===== src/rtl/sprite_compositor.sv =====
`default_nettype none
// ============================================================================
// Module   : sprite_compositor
// Brief    : Per-byte multi-sprite pixel compositor with a sync texture ROM
//            port and an optional dino/obstacle collision flag (SPRITE_COLLIDE_EN).
// Revision : 1.0 - initial release
// ============================================================================
module sprite_compositor #(
    parameter int         NUM_SPR = 3,
    parameter int         COLS_W  = 4,
    parameter int         ROWS_W  = 6,
    parameter int         TEX_AW  = 16,
    parameter logic [7:0] BG_BYTE = 8'h00
) (
    input  logic                          clk,
    input  logic                          rstn,
    input  logic                          req,
    input  logic [COLS_W+ROWS_W-1:0]      addrD,
    output logic                          busy,
    output logic                          done,
    output logic [7:0]                    dataD,
    output logic [TEX_AW-1:0]             addrT,
    input  logic [7:0]                    dataT,
    input  logic [NUM_SPR-1:0]            spr_en,
    input  logic [NUM_SPR*(COLS_W+3)-1:0] spr_x,
    input  logic [NUM_SPR*ROWS_W-1:0]     spr_y,
    input  logic [NUM_SPR*2-1:0]          spr_wb,
    input  logic [NUM_SPR*ROWS_W-1:0]     spr_h,
    input  logic [NUM_SPR*TEX_AW-1:0]     spr_base,
    input  logic                          invert,
    input  logic                          clr_collide,
    output logic                          collide
);
    localparam int XW = COLS_W + 3;
    localparam int EW = XW + 2;
    localparam int LW = COLS_W + 2;
    localparam int KW = (NUM_SPR > 1) ? $clog2(NUM_SPR) : 1;
    localparam logic [KW-1:0] C_LAST = KW'(NUM_SPR - 1);

    typedef enum logic [2:0] {IDLE, CHECK, FETCH_LO, FETCH_HI, MERGE, DONE} state_t;
    state_t r_state, w_next;

    logic [COLS_W+ROWS_W-1:0] r_addr_d;
    logic [NUM_SPR-1:0]       r_en;
    logic [XW-1:0]            r_x    [NUM_SPR];
    logic [ROWS_W-1:0]        r_y    [NUM_SPR];
    logic [1:0]               r_wb   [NUM_SPR];
    logic [ROWS_W-1:0]        r_h    [NUM_SPR];
    logic [TEX_AW-1:0]        r_base [NUM_SPR];
    logic                     r_inv;
    logic [KW-1:0]            r_k;
    logic [7:0]               r_acc;
    logic [7:0]               r_blo;

    logic [ROWS_W-1:0] w_y, w_r;
    logic [ROWS_W+1:0] w_ye, w_sy, w_top;
    logic [EW-1:0]     w_px, w_sx, w_d;
    logic [2:0]        w_wbn;
    logic [LW-1:0]     w_lo, w_hi;
    logic              w_hit, w_lo_ok, w_hi_ok, w_last;
    logic [ROWS_W+2:0] w_rw;
    logic [TEX_AW-1:0] w_addr_lo;
    logic [15:0]       w_pair;
    logic [7:0]        w_bits;

    // All compares run 2 bits wider than the operands so edge sprites never wrap.
    always_comb begin
        w_y       = ~r_addr_d[ROWS_W-1:0];
        w_ye      = {2'b00, w_y};
        w_sy      = {2'b00, r_y[r_k]};
        w_top     = w_sy + {2'b00, r_h[r_k]};
        w_wbn     = {1'b0, r_wb[r_k]} + 3'd1;
        w_px      = {2'b00, r_addr_d[COLS_W+ROWS_W-1:ROWS_W], 3'b000};
        w_sx      = {2'b00, r_x[r_k]};
        w_hit     = r_en[r_k] && (w_ye >= w_sy) && (w_ye < w_top)
                 && (w_px + EW'(7) >= w_sx)
                 && (w_px < w_sx + {{(EW-6){1'b0}}, w_wbn, 3'b000});
        w_d       = w_px - w_sx;
        w_lo      = w_d[EW-1:3];
        w_hi      = w_lo + LW'(1);
        w_lo_ok   = !w_lo[LW-1] && (w_lo < LW'(w_wbn));
        w_hi_ok   = !w_hi[LW-1] && (w_hi < LW'(w_wbn));
        w_r       = w_y - r_y[r_k];
        w_rw      = {3'b000, w_r} * {{ROWS_W{1'b0}}, w_wbn};
        w_addr_lo = r_base[r_k] + {{(TEX_AW-ROWS_W-3){1'b0}}, w_rw}
                  + {{(TEX_AW-LW){w_lo[LW-1]}}, w_lo};
        w_pair    = {r_blo, (w_hi_ok ? dataT : 8'h00)} << w_d[2:0];
        w_bits    = w_pair[15:8];
        w_last    = (r_k == C_LAST);
    end

    always_ff @(posedge clk or negedge rstn) begin
        if (!rstn) r_state <= IDLE;
        else       r_state <= w_next;
    end

    always_comb begin
        w_next = r_state;
        case (r_state)
            IDLE:     if (req) w_next = CHECK;
            CHECK:    if (w_hit) w_next = FETCH_LO;
                      else if (w_last) w_next = DONE;
            FETCH_LO: w_next = FETCH_HI;
            FETCH_HI: w_next = MERGE;
            MERGE:    w_next = w_last ? DONE : CHECK;
            DONE:     w_next = IDLE;
            default:  w_next = IDLE;
        endcase
    end

    always_ff @(posedge clk or negedge rstn) begin
        if (!rstn) begin
            busy     <= 1'b0;
            done     <= 1'b0;
            dataD    <= 8'h00;
            addrT    <= '0;
            r_addr_d <= '0;
            r_en     <= '0;
            r_inv    <= 1'b0;
            r_k      <= '0;
            r_acc    <= 8'h00;
            r_blo    <= 8'h00;
            for (int i = 0; i < NUM_SPR; i++) begin
                r_x[i]    <= '0;
                r_y[i]    <= '0;
                r_wb[i]   <= '0;
                r_h[i]    <= '0;
                r_base[i] <= '0;
            end
        end else begin
            done <= 1'b0;
            case (r_state)
                IDLE: if (req) begin
                    r_addr_d <= addrD;
                    r_en     <= spr_en;
                    r_inv    <= invert;
                    for (int i = 0; i < NUM_SPR; i++) begin
                        r_x[i]    <= spr_x[i*XW +: XW];
                        r_y[i]    <= spr_y[i*ROWS_W +: ROWS_W];
                        r_wb[i]   <= spr_wb[i*2 +: 2];
                        r_h[i]    <= spr_h[i*ROWS_W +: ROWS_W];
                        r_base[i] <= spr_base[i*TEX_AW +: TEX_AW];
                    end
                    busy  <= 1'b1;
                    r_k   <= '0;
                    r_acc <= 8'h00;
                end
                CHECK: begin
                    if (w_hit) addrT <= w_addr_lo;
                    else       r_k   <= r_k + KW'(1);
                end
                FETCH_LO: addrT <= w_addr_lo + TEX_AW'(1);
                FETCH_HI: r_blo <= w_lo_ok ? dataT : 8'h00;
                MERGE: begin
                    r_acc <= r_acc | w_bits;
                    r_k   <= r_k + KW'(1);
                end
                DONE: begin
                    dataD <= ((r_acc == 8'h00) ? BG_BYTE : r_acc) ^ {8{r_inv}};
                    done  <= 1'b1;
                    busy  <= 1'b0;
                end
                default: ;
            endcase
        end
    end

`ifdef SPRITE_COLLIDE_EN
    logic [7:0] r_bits0;

    always_ff @(posedge clk or negedge rstn) begin
        if (!rstn) begin
            r_bits0 <= 8'h00;
            collide <= 1'b0;
        end else begin
            if (r_state == IDLE && req)
                r_bits0 <= 8'h00;
            else if (r_state == MERGE && r_k == '0)
                r_bits0 <= w_bits;
            if (clr_collide)
                collide <= 1'b0;
            else if (r_state == MERGE && r_k != '0 && (w_bits & r_bits0) != 8'h00)
                collide <= 1'b1;
        end
    end
`else
    logic w_unused_clr;
    assign w_unused_clr = clr_collide;
    assign collide      = 1'b0;
`endif

endmodule
`default_nettype wire


===== config.mk =====
export PLATFORM = sky130hd
export DESIGN_NAME = sprite_compositor
export DESIGN_NICKNAME = d
export VERILOG_FILES = /design/src/rtl/sprite_compositor.sv
export SDC_FILE = /design/constraint.sdc
export NUM_CORES = 1
export LEC_CHECK = 0
export ABC_AREA = 1
export CAP_MARGIN = 5
export CORE_UTILIZATION = 45
export CTS_CLUSTER_SIZE = 20
export DETAILED_ROUTE_END_ITERATION = 12
export PLACE_DENSITY = 0.68
export SKIP_CTS_REPAIR_TIMING = 1
export SYNTH_ARGS = -nofsm -noshare
export SYNTH_HDL_FRONTEND = slang
export SYNTH_SLANG_ARGS = --single-unit

===== constraint.sdc =====
create_clock -name clk -period 8 [get_ports clk]
set_input_delay 1.6 -clock clk [delete_from_list [all_inputs] [get_ports clk]]
set_output_delay 1.6 -clock clk [all_outputs]
set_load 0.005 [all_outputs]

==> results.cfg <==
[run_status]
outcome = finished clean

[logic_synthesis]
synth.distinct_cells = 53
ys.flop_type = dfrtp_1
yosysMostFrequentCell = nand2_1
synth.top_cell.area_share_pct = 39.7
syn_area_per_cell_um2 = 7.88
synth_area_um2 = 10800
synth_edf_count = 0
yosysSeqAreaShare_pct = 39.7
synth-seq-cells = 172
syn_inst = 1374
ys_top_cells_by_count = nand2_1, dfrtp_1, inv_1
synth-async-reset-ratio_pct = 100
ys_top_cells_by_area = dfrtp_1, nand2_1, ha_1
synthesis.nets = 1597
synth_top_area_cell = dfrtp_1
ys_warn_count = 0

[clocking]
clk_latency_ps = 430
cts_root_buffer = clkbuf_16
cts-htree-levels = 4
clock_sink_count = 172
tritoncts = yes
cts_made_buffers = 17
path_clk_slew_ps = 70
clock_path_buffers = 2

[critical_path]
r2r_slack_ps = 1150
startpoint_type = flop
crit_type = reg2reg
crit_top_cell = inv_1
worst_ep_arrival_time_ps = 7220
rr_worst_depth = 28
cpMaxStageDelayCell = dfrtp_1
cp_max_fo = 37
cpPeakStageDelay_ps = 860
r2r_end = addrT[15]
r2r-start = r_k[0]
setup.worst_path.end_class = flop
crit_required_ps = 8370

[die]
start_util_pct = 46.0
core_um2 = 23500
fp.dieW_um = 157
ios = 164
dieArea_um2 = 24700
rows = 56
die_height_um = 157

[global_routing]
grt_usage_pct = 22.4
antenna_found_initial = 0
grt_pass1_wl_um = 43500
grt-ovfl-total = 0
grt_pass1_vias = 8919
grt_max_degree = 117

[hold_path]
whs_path_depth = 2
hold_class = reg2reg
min_from = r_y[15]
worstHoldEndpoint = r_y[15]

[detailed_routing]
final_antenna_net_count = 0
vias_per_cell = 4.93
routed_wl_um = 26200
drtPass1Iterations = 5
via_count = 9070
drt_iter0_markers = 526
routedWlPerCell_um = 14.2
drc = 0

[final_layout]
fill_cells = 2228
num-nets-final = 1733
drive_gt1_share_pct = 7.89
fin_cells = 1840
area_growth_pct = 22.6
insertedDiodeCount = 0

[timing]
drv_slew = 0
min_period_over_period_pct = 85.6
slew_headroom_pct = 22.8
final.setup.worst_slack_ps = 1150
setup_tns_ps = 0
rsz0062_at_grt = false
worst_pin_slew_ps = 1160
period_minus_slack_ps = 6850
fmax_mhz = 146
hold_violations = 0
setup_viol = 0
fin_skew_ps = 13.1

[placement]
place_ws_ps = 1200
dp_hpwl_um = 18900
io_buffers = 161
dp.cells = 1810
gp_congestion = 0.854

[run]
cap_viol_max_count = 0
[how the worst max path moves through the flow]
| stage | slack, ps | start | cells after the start | to |
|---|---|---|---|---|
| final | 1150 | r_k[0] | 28 | addrT[15] |
| after global placement | 1300 | r_k[0] | 28 | addrT[15] |
| after CTS | 1190 | r_k[0] | 28 | addrT[15] |
| after floorplan | 1910 | r_k[0] | 23 | addrT[13] |
| after global routing | 620 | r_k[0] | 28 | addrT[15] |
| after detailed placement | 1200 | r_k[0] | 24 | addrT[13] |
[metal layers]
| layer | share of wire, % | wire length, um | track usage (%) |
|---|---|---|---|
| met5 | 0 | 0 | 0 |
| met3 | 4.2 | 1090 | 3.33 |
| met2 | 46 | 12100 | 36.7 |
| met1 | 48 | 12600 | 31.1 |
| met4 | 1.3 | 333 | 5.92 |
[per-stage QoR]
| step | hold WS (ps) | cell area (um^2) | utilization (%) |
|---|---|---|---|
| CTS | 470 | 13300 | 56.4 |
| global route | 482 | 13300 | 56.4 |
| floorplan | 434 | 10800 | - |
| detailed placement | 451 | 12700 | 53.8 |
| finish | 463 | 13300 | 56.4 |
| global placement | 447 | 12700 | 53.8 |
[sequential cells by signal (all words and copies together), names as in the netlist, 3 cells and up]
signal	flops
dataD	8
addrT	16
r_blo	8
r_h	18
r_acc	8
r_x	21
r_addr_d	10
r_base	48
r_state	3
r_wb	6
r_en	3
r_y	18
[critical path: cells and delay by family, from the launching register on]
family / cells / cell delay [ps]
adder cells (fa/ha/maj): 4 / 1780
AO/OA/AOI/OAI: 7 / 1600
AND/OR/NAND/NOR: 9 / 1320
buffers and inverters: 7 / 970
flip-flops: 1 / 860
XOR/XNOR: 1 / 200
[placed cells by master, fill, tap and decap left out, types with 16 or more instances in the layout]
cell | Yosys | routed
or2_2 | 20 | 20
nand2_1 | 502 | 502
dfrtp_1 | 172 | 172
fa_1 | 22 | 22
nor2_1 | 73 | 72
ha_1 | 64 | 64
a21oi_1 | 37 | 37
o21ai_0 | 81 | 81
clkbuf_16 | 0 | 17
nand4_1 | 16 | 16
inv_1 | 123 | 123
xor2_1 | 25 | 25
clkdlybuf4s50_1 | 0 | 160
xnor2_1 | 18 | 18
nand3_1 | 55 | 55
[area by class of cell]
class / count / area [um^2] / area share (%)
tap: 319 / 399 / 3.01
inverter: 134 / 504 / 3.80
timing repair buffer: 169 / 1670 / 12.6
sequential: 172 / 4300 / 32.4
clock inverter: 13 / 179 / 1.35
clock buffer: 17 / 425 / 3.20
multi-input combinational: 1016 / 5790 / 43.6
[cell families after synthesis]
group	Yosys count	synth area share, %
xor+xnor	43	3.48
simple gates	703	27.7
mux	9	0.924
fa+ha+maj	86	11.5
compound gates	174	9.88
flops	172	39.7
other cells	1	0.0346
buf+inv	186	6.84
Power is left out: the tool's default activity adds up to more than one toggle a clock period on the data nets, which glitch-free logic cannot reach.
